## config.mk

```make
export PLATFORM = sky130hd
export DESIGN_NAME = jk_flop_array_flat
export DESIGN_NICKNAME = d
export VERILOG_FILES = /design/src/rtl/jk_flop_array_pkg.sv /design/src/rtl/jk_flop_array_if.sv /design/src/rtl/jk_bit_cell.sv /design/src/rtl/jk_flop_array.sv /design/src/flat_wrapper.sv
export SDC_FILE = /design/constraint.sdc
export NUM_CORES = 1
export LEC_CHECK = 0
export BUFFER_PORTS_ARGS = -buffer_cell sky130_fd_sc_hd__clkbuf_2
export CAP_MARGIN = 10
export CORE_AREA = 3 3 69 71
export CTS_CLUSTER_DIAMETER = 120
export DETAILED_ROUTE_END_ITERATION = 6
export DIE_AREA = 0 0 72 74
export PLACE_DENSITY = 0.85
export SYNTH_ARGS = -nofsm -noshare
export SYNTH_HDL_FRONTEND = slang
export SYNTH_SLANG_ARGS = --single-unit
```

## constraint.sdc

```tcl
create_clock -name clock -period 6.6 [get_ports clock]
set_input_delay 0.99 -clock clock [delete_from_list [all_inputs] [get_ports clock]]
set_output_delay 0.99 -clock clock [all_outputs]
set_load 0.1 [all_outputs]
```

## src/rtl/jk_flop_array_pkg.sv

```systemverilog
// Shared constants for the JK flop array.
// Mode encodings apply to every bit of the bank.
package jk_pkg;

  localparam logic [1:0] MODE_JK = 2'd0;
  localparam logic [1:0] MODE_T  = 2'd1;
  localparam logic [1:0] MODE_D  = 2'd2;
  localparam logic [1:0] MODE_SR = 2'd3;

  typedef logic [1:0] mode_t;

endpackage

```

## src/rtl/jk_flop_array_if.sv

```systemverilog
// Control/data bundle for the JK flop array.
// master drives controls, slave returns state.
interface jk_flop_array_if #(
  parameter int WIDTH = 8,
  parameter int CNT_W = 8
);
  logic             en;
  logic             load;
  logic [WIDTH-1:0] load_val;
  logic [1:0]       mode;
  logic [WIDTH-1:0] j;
  logic [WIDTH-1:0] k;
  logic             err_clr;
  logic [WIDTH-1:0] q;
  logic [WIDTH-1:0] qb;
  logic [WIDTH-1:0] changed;
  logic             err;
  logic [CNT_W-1:0] chg_cnt;

  modport master (
    output en, load, load_val, mode, j, k, err_clr,
    input  q, qb, changed, err, chg_cnt
  );

  modport slave (
    input  en, load, load_val, mode, j, k, err_clr,
    output q, qb, changed, err, chg_cnt
  );
endinterface

```

## src/rtl/jk_bit_cell.sv

```systemverilog
// Next-state logic for a single storage bit.
// sr_bad flags the S=R=1 case in SR mode.
module jk_bit_cell
  import jk_pkg::*;
(
  input  logic [1:0] mode,
  input  logic       j,
  input  logic       k,
  input  logic       q,
  output logic       q_next,
  output logic       sr_bad
);

  always_comb begin
    q_next = q;
    sr_bad = 1'b0;
    unique case (1'b1)
      mode == MODE_JK: q_next = (j & ~q) | (~k & q);
      mode == MODE_T:  q_next = q ^ j;
      mode == MODE_D:  q_next = j;
      default: begin
        if (j & ~k)
          q_next = 1'b1;
        else if (~j & k)
          q_next = 1'b0;
        else
          q_next = q;
        sr_bad = j & k;
      end
    endcase
  end

endmodule

```

## src/rtl/jk_flop_array.sv

```systemverilog
// Bank of WIDTH JK/T/D/SR flops with load, enable,
// change pulses, sticky SR error and change counter.
module jk_flop_array
  import jk_pkg::*;
#(
  parameter int               WIDTH   = 8,
  parameter int               CNT_W   = 8,
  parameter logic [WIDTH-1:0] RST_VAL = '0
) (
  input logic         clock,
  input logic         reset,
  jk_flop_array_if.slave bus
);

  localparam logic [CNT_W-1:0] CNT_MAX = '1;

  logic [WIDTH-1:0] q_r;
  logic [WIDTH-1:0] qb_r;
  logic [WIDTH-1:0] chg_r;
  logic             err_r;
  logic [CNT_W-1:0] cnt_r;

  logic [WIDTH-1:0] cell_q;
  logic [WIDTH-1:0] cell_bad;
  logic [WIDTH-1:0] q_nxt;
  logic [WIDTH-1:0] diff;
  logic             sr_err;
  logic             any_chg;

  for (genvar i = 0; i < WIDTH; i++) begin : g_cell
    jk_bit_cell u_cell (
      .mode   (bus.mode),
      .j      (bus.j[i]),
      .k      (bus.k[i]),
      .q      (q_r[i]),
      .q_next (cell_q[i]),
      .sr_bad (cell_bad[i])
    );
  end

  always_comb begin
    q_nxt  = q_r;
    sr_err = 1'b0;
    if (bus.load) begin
      q_nxt = bus.load_val;
    end else if (bus.en) begin
      q_nxt  = cell_q;
      sr_err = (bus.mode == MODE_SR) && (|cell_bad);
    end
  end

  assign diff    = q_nxt ^ q_r;
  assign any_chg = |diff;

  always_ff @(posedge clock or negedge reset) begin
    if (!reset) begin
      q_r   <= RST_VAL;
      qb_r  <= ~RST_VAL;
      chg_r <= '0;
      err_r <= 1'b0;
      cnt_r <= '0;
    end else begin
      q_r   <= q_nxt;
      qb_r  <= ~q_nxt;
      chg_r <= diff;
      if (sr_err)
        err_r <= 1'b1;
      else if (bus.err_clr)
        err_r <= 1'b0;
      // a change on the clearing edge counts as the first one
      if (bus.err_clr)
        cnt_r <= any_chg ? CNT_W'(1) : '0;
      else if (any_chg && cnt_r != CNT_MAX)
        cnt_r <= cnt_r + CNT_W'(1);
    end
  end

  assign bus.q       = q_r;
  assign bus.qb      = qb_r;
  assign bus.changed = chg_r;
  assign bus.err     = err_r;
  assign bus.chg_cnt = cnt_r;

endmodule
```

## src/flat_wrapper.sv

```systemverilog
// flat-port wrapper written by rule: the top's interface ports become plain ports
module jk_flop_array_flat import jk_pkg::*;
#(
  parameter int               WIDTH   = 8,
  parameter int               CNT_W   = 8,
  parameter logic [WIDTH-1:0] RST_VAL = '0
)
  (clock, reset, bus_en, bus_load, bus_load_val, bus_mode, bus_j, bus_k, bus_err_clr, bus_q, bus_qb, bus_changed, bus_err, bus_chg_cnt);
  jk_flop_array_if #(.WIDTH(WIDTH), .CNT_W(CNT_W)) bus_i ();
  input logic clock;
  input logic reset;
  input wire logic [$bits(bus_i.en)-1:0] bus_en;
  input wire logic [$bits(bus_i.load)-1:0] bus_load;
  input wire logic [$bits(bus_i.load_val)-1:0] bus_load_val;
  input wire logic [$bits(bus_i.mode)-1:0] bus_mode;
  input wire logic [$bits(bus_i.j)-1:0] bus_j;
  input wire logic [$bits(bus_i.k)-1:0] bus_k;
  input wire logic [$bits(bus_i.err_clr)-1:0] bus_err_clr;
  output wire logic [$bits(bus_i.q)-1:0] bus_q;
  output wire logic [$bits(bus_i.qb)-1:0] bus_qb;
  output wire logic [$bits(bus_i.changed)-1:0] bus_changed;
  output wire logic [$bits(bus_i.err)-1:0] bus_err;
  output wire logic [$bits(bus_i.chg_cnt)-1:0] bus_chg_cnt;
  assign bus_i.en = bus_en;
  assign bus_i.load = bus_load;
  assign bus_i.load_val = bus_load_val;
  assign bus_i.mode = bus_mode;
  assign bus_i.j = bus_j;
  assign bus_i.k = bus_k;
  assign bus_i.err_clr = bus_err_clr;
  assign bus_q = bus_i.q;
  assign bus_qb = bus_i.qb;
  assign bus_changed = bus_i.changed;
  assign bus_err = bus_i.err;
  assign bus_chg_cnt = bus_i.chg_cnt;
  jk_flop_array #(.WIDTH(WIDTH), .CNT_W(CNT_W), .RST_VAL(RST_VAL)) u_core (.clock(clock), .reset(reset), .bus(bus_i));
endmodule
```

==> impl_metrics.json <==
{
  "status": "finished clean",
  "yosys_warnings": 0,
  "fmax_mhz": 265.2,
  "dp_hpwl_mm": 3.777,
  "syn_inst": 257,
  "avgRoutedWirePerCell_um": 14.56,
  "hp-class": "reg2reg",
  "layout.area.seq_um2": 835.8,
  "clkLatencyLatePin_ns": 0.29,
  "fin_crit_ns": 3.771,
  "grt_overflow": 0,
  "multi_input_area_um2": 1245,
  "max_slew_margin": 0.4442,
  "cts_buffers": 5,
  "ir_worst_vdd_v": 0.0001546,
  "die_w_um": 72,
  "wl_mm": 5.199,
  "synth_edf_count": 0,
  "syn_area_um2": 2280,
  "synth_ff_type": "dfrtp_1",
  "async_flop_share": 1.000,
  "finalClockSkew_ns": 0.003795,
  "r2r-start": "u_core.bus.q[5]",
  "io_buffers": 63,
  "rsz0062_at_grt": "false",
  "cp_data_required_time_ns": 6.76,
  "antenna_left": 0,
  "io_pins": 64,
  "antenna_found_initial": 0,
  "cts.path.max_buffers": 2,
  "syn_avg_cell_area_um2": 8.870,
  "route.vias.total": 2097,
  "yosysSeqAreaShare": 0.3666,
  "coreArea_um2": 4294,
  "path_clk_slew_ns": 0.07,
  "crit_path_start_kind": "input pin",
  "worstSetupEndpointType": "flop",
  "reg2reg_to": "u_core.bus.chg_cnt[6]",
  "cts-resized-gates": 0,
  "layout_common_cells": "63 x clkbuf_2, 25 x dfrtp_1, 21 x nor2b_1",
  "dieHeight_um": 74,
  "synth_nets": 289,
  "crit_type": "in2reg",
  "hold_end": "u_core.bus.err",
  "design_area_um2": 2648,
  "hold_viol": 0,
  "drtPass1Iterations": 5,
  "drive_gt1_frac": 0.3115,
  "setup_tns_ns": 0,
  "drv_slew": 0,
  "crit_arrival_ns": 3.93,
  "grt_usage": 0.1987,
  "die_area_um2": 5328,
  "drt_iter0_drc": 139,
  "ff2ff_path_depth": 7,
  "min_period_over_period": 0.5714,
  "cts_tree": "done",
  "drc": 0,
  "hold_start": "u_core.bus.err",
  "synth_seq_cells": 33,
  "max_cap_violations": 0,
  "root_buffer": "clkbuf_8",
  "final_common_cell": "clkbuf_2",
  "r2r_setup_slack_ns": 3.88,
  "viasPerCell": 5.874,
  "hold_path_depth": 2,
  "finalPower_w": 0.0007921,
  "cts_max_level": 2,
  "cts_num_sinks": 33,
  "ctsHoldBuffers": 0,
  "setup_viol": 0,
  "grt_pass1_vias": 1905,
  "worstMarginPinSlew_ns": 0.8275,
  "placed_area_um2": 2514,
  "row_count": 24,
  "start_util": 0.5309,
  "p_per_area_nw_per_um2": 299.2,
  "grt_max_degree": 39,
  "grt_pass1_wl_mm": 8.487,
  "num-fill-cells": 375,
  "yosys.cell_types.count": 48,
  "cp_max_fo": 28,
  "final_nets": 336,
  "gp_congestion": 0.7953,
  "power_leakage_nw": 1.204,
  "n_antenna_cell": 0,
  "area_delta_synth_final_pct": 16.14,
  "cts_setup_buffers": 0
}
==> sequential cells by signal (all words and copies together) (netlist names) <==
name	count
u_core.bus.changed	8
u_core.bus.chg_cnt	8
u_core.bus.q	8
u_core.bus.qb	8
u_core.bus.err	1
==> cell type report <==
| cell class | count | area share |
|---|---|---|
| Inverter | 14 | 0.01985 |
| Sequential cell | 33 | 0.3157 |
| Clock inverter | 3 | 0.02457 |
| Timing Repair Buffer | 63 | 0.1191 |
| Clock buffer | 5 | 0.02599 |
| Tap cell | 52 | 0.02457 |
| Multi-Input combinational cell | 187 | 0.4702 |
==> cell usage after synthesis (2+ instances only) <==
library cell / count / area (µm²)
nand4_1: 6 / 37.54
dfstp_2: 8 / 210.2
dfrtp_1: 25 / 625.6
o21a_1: 5 / 37.54
o2111ai_1: 3 / 26.28
a31oi_1: 8 / 50.05
buf_4: 11 / 82.58
nand3_1: 11 / 55.05
a21oi_1: 12 / 60.06
and4b_1: 3 / 30.03
buf_2: 3 / 15.01
clkbuf_1: 6 / 22.52
a21oi_2: 6 / 52.55
xor2_1: 7 / 61.31
o21bai_1: 4 / 30.03
o21ai_2: 5 / 43.79
mux2i_1: 3 / 30.03
a22oi_1: 4 / 30.03
a32oi_1: 4 / 35.03
a31o_2: 3 / 26.28
nor3b_1: 3 / 22.52
nand2_1: 13 / 48.80
nor2b_1: 21 / 131.4
or3_1: 6 / 37.54
a32o_1: 3 / 30.03
inv_1: 14 / 52.55
buf_6: 2 / 22.52
nand2b_1: 6 / 37.54
o221ai_1: 2 / 17.52
o211ai_1: 3 / 22.52
nand3b_1: 2 / 15.01
nor2_1: 12 / 45.04
and3_1: 4 / 25.02
a211o_1: 3 / 26.28
o21ai_0: 13 / 65.06
==> power breakdown <==
part | internal, W | switching, W
Combinational | 0.0000629 | 0.000251
Sequential | 0.000230 | 0.0000218
Clock | 0.000150 | 0.0000767
Total | 0.000442 | 0.000350
==> cells by family (layout without fill, tap and decap cells) <==
| group | count (synthesis) | after routing | synth area share |
|---|---|---|---|
| XOR/XNOR | 7 | 7 | 0.02689 |
| adder cells (fa/ha/maj) | 1 | 1 | 0.005488 |
| AO/OA/AOI/OAI | 83 | 83 | 0.2602 |
| flip-flops | 33 | 33 | 0.3666 |
| AND/OR/NAND/NOR | 93 | 93 | 0.2404 |
| buffers and inverters | 37 | 85 | 0.08726 |
| multiplexers | 3 | 3 | 0.01317 |
==> layer usage <==
metal | part of all wire | wire length (µm) | GRT usage | vias to the layer above
li1 | - | - | - | 1027
met1 | 0.45 | 2352 | 0.2672 | 988
met2 | 0.48 | 2476 | 0.3245 | 73
met3 | 0.057 | 294 | 0.04459 | 9
met4 | 0.014 | 75 | 0.05637 | 0
met5 | 0 | 0 | 0 | -
==> critical path, cell delays in order <==
cell	delay (ns)
clkbuf_2	0.41
nand2b_1	0.53
nor3_1	0.13
a32o_1	0.30
or4_4	0.55
nor4_4	0.71
o21bai_1	0.14
nor3b_1	0.16
==> through the flow <==
step           utilization  hold slack [ns]  cells  setup slack (ns)
5_1_grt             0.6166           0.5971    357             2.637
4_1_cts             0.6166           0.5308    357             2.846
2_1_floorplan            -           0.5302    257             3.605
3_3_place_gp        0.5854           0.5233    349             2.615
3_5_place_dp        0.5854           0.5190    349             2.540
6_report            0.6166           0.5254    357             2.829
==> how the worst max path moves through the flow <==
stage	from	end	slack, ns	depth (start not counted)
floorplan	bus_load	u_core.bus.chg_cnt[6]	3.61	10
CTS	bus_load	u_core.bus.chg_cnt[6]	2.85	8
global route	bus_load	u_core.bus.chg_cnt[6]	2.64	8
finish	bus_load	u_core.bus.chg_cnt[6]	2.83	8
detailed placement	bus_load	u_core.bus.chg_cnt[6]	2.54	8
global placement	bus_load	u_core.bus.chg_cnt[6]	2.61	8
No activity file was read; power rests on OpenSTA's default activity.
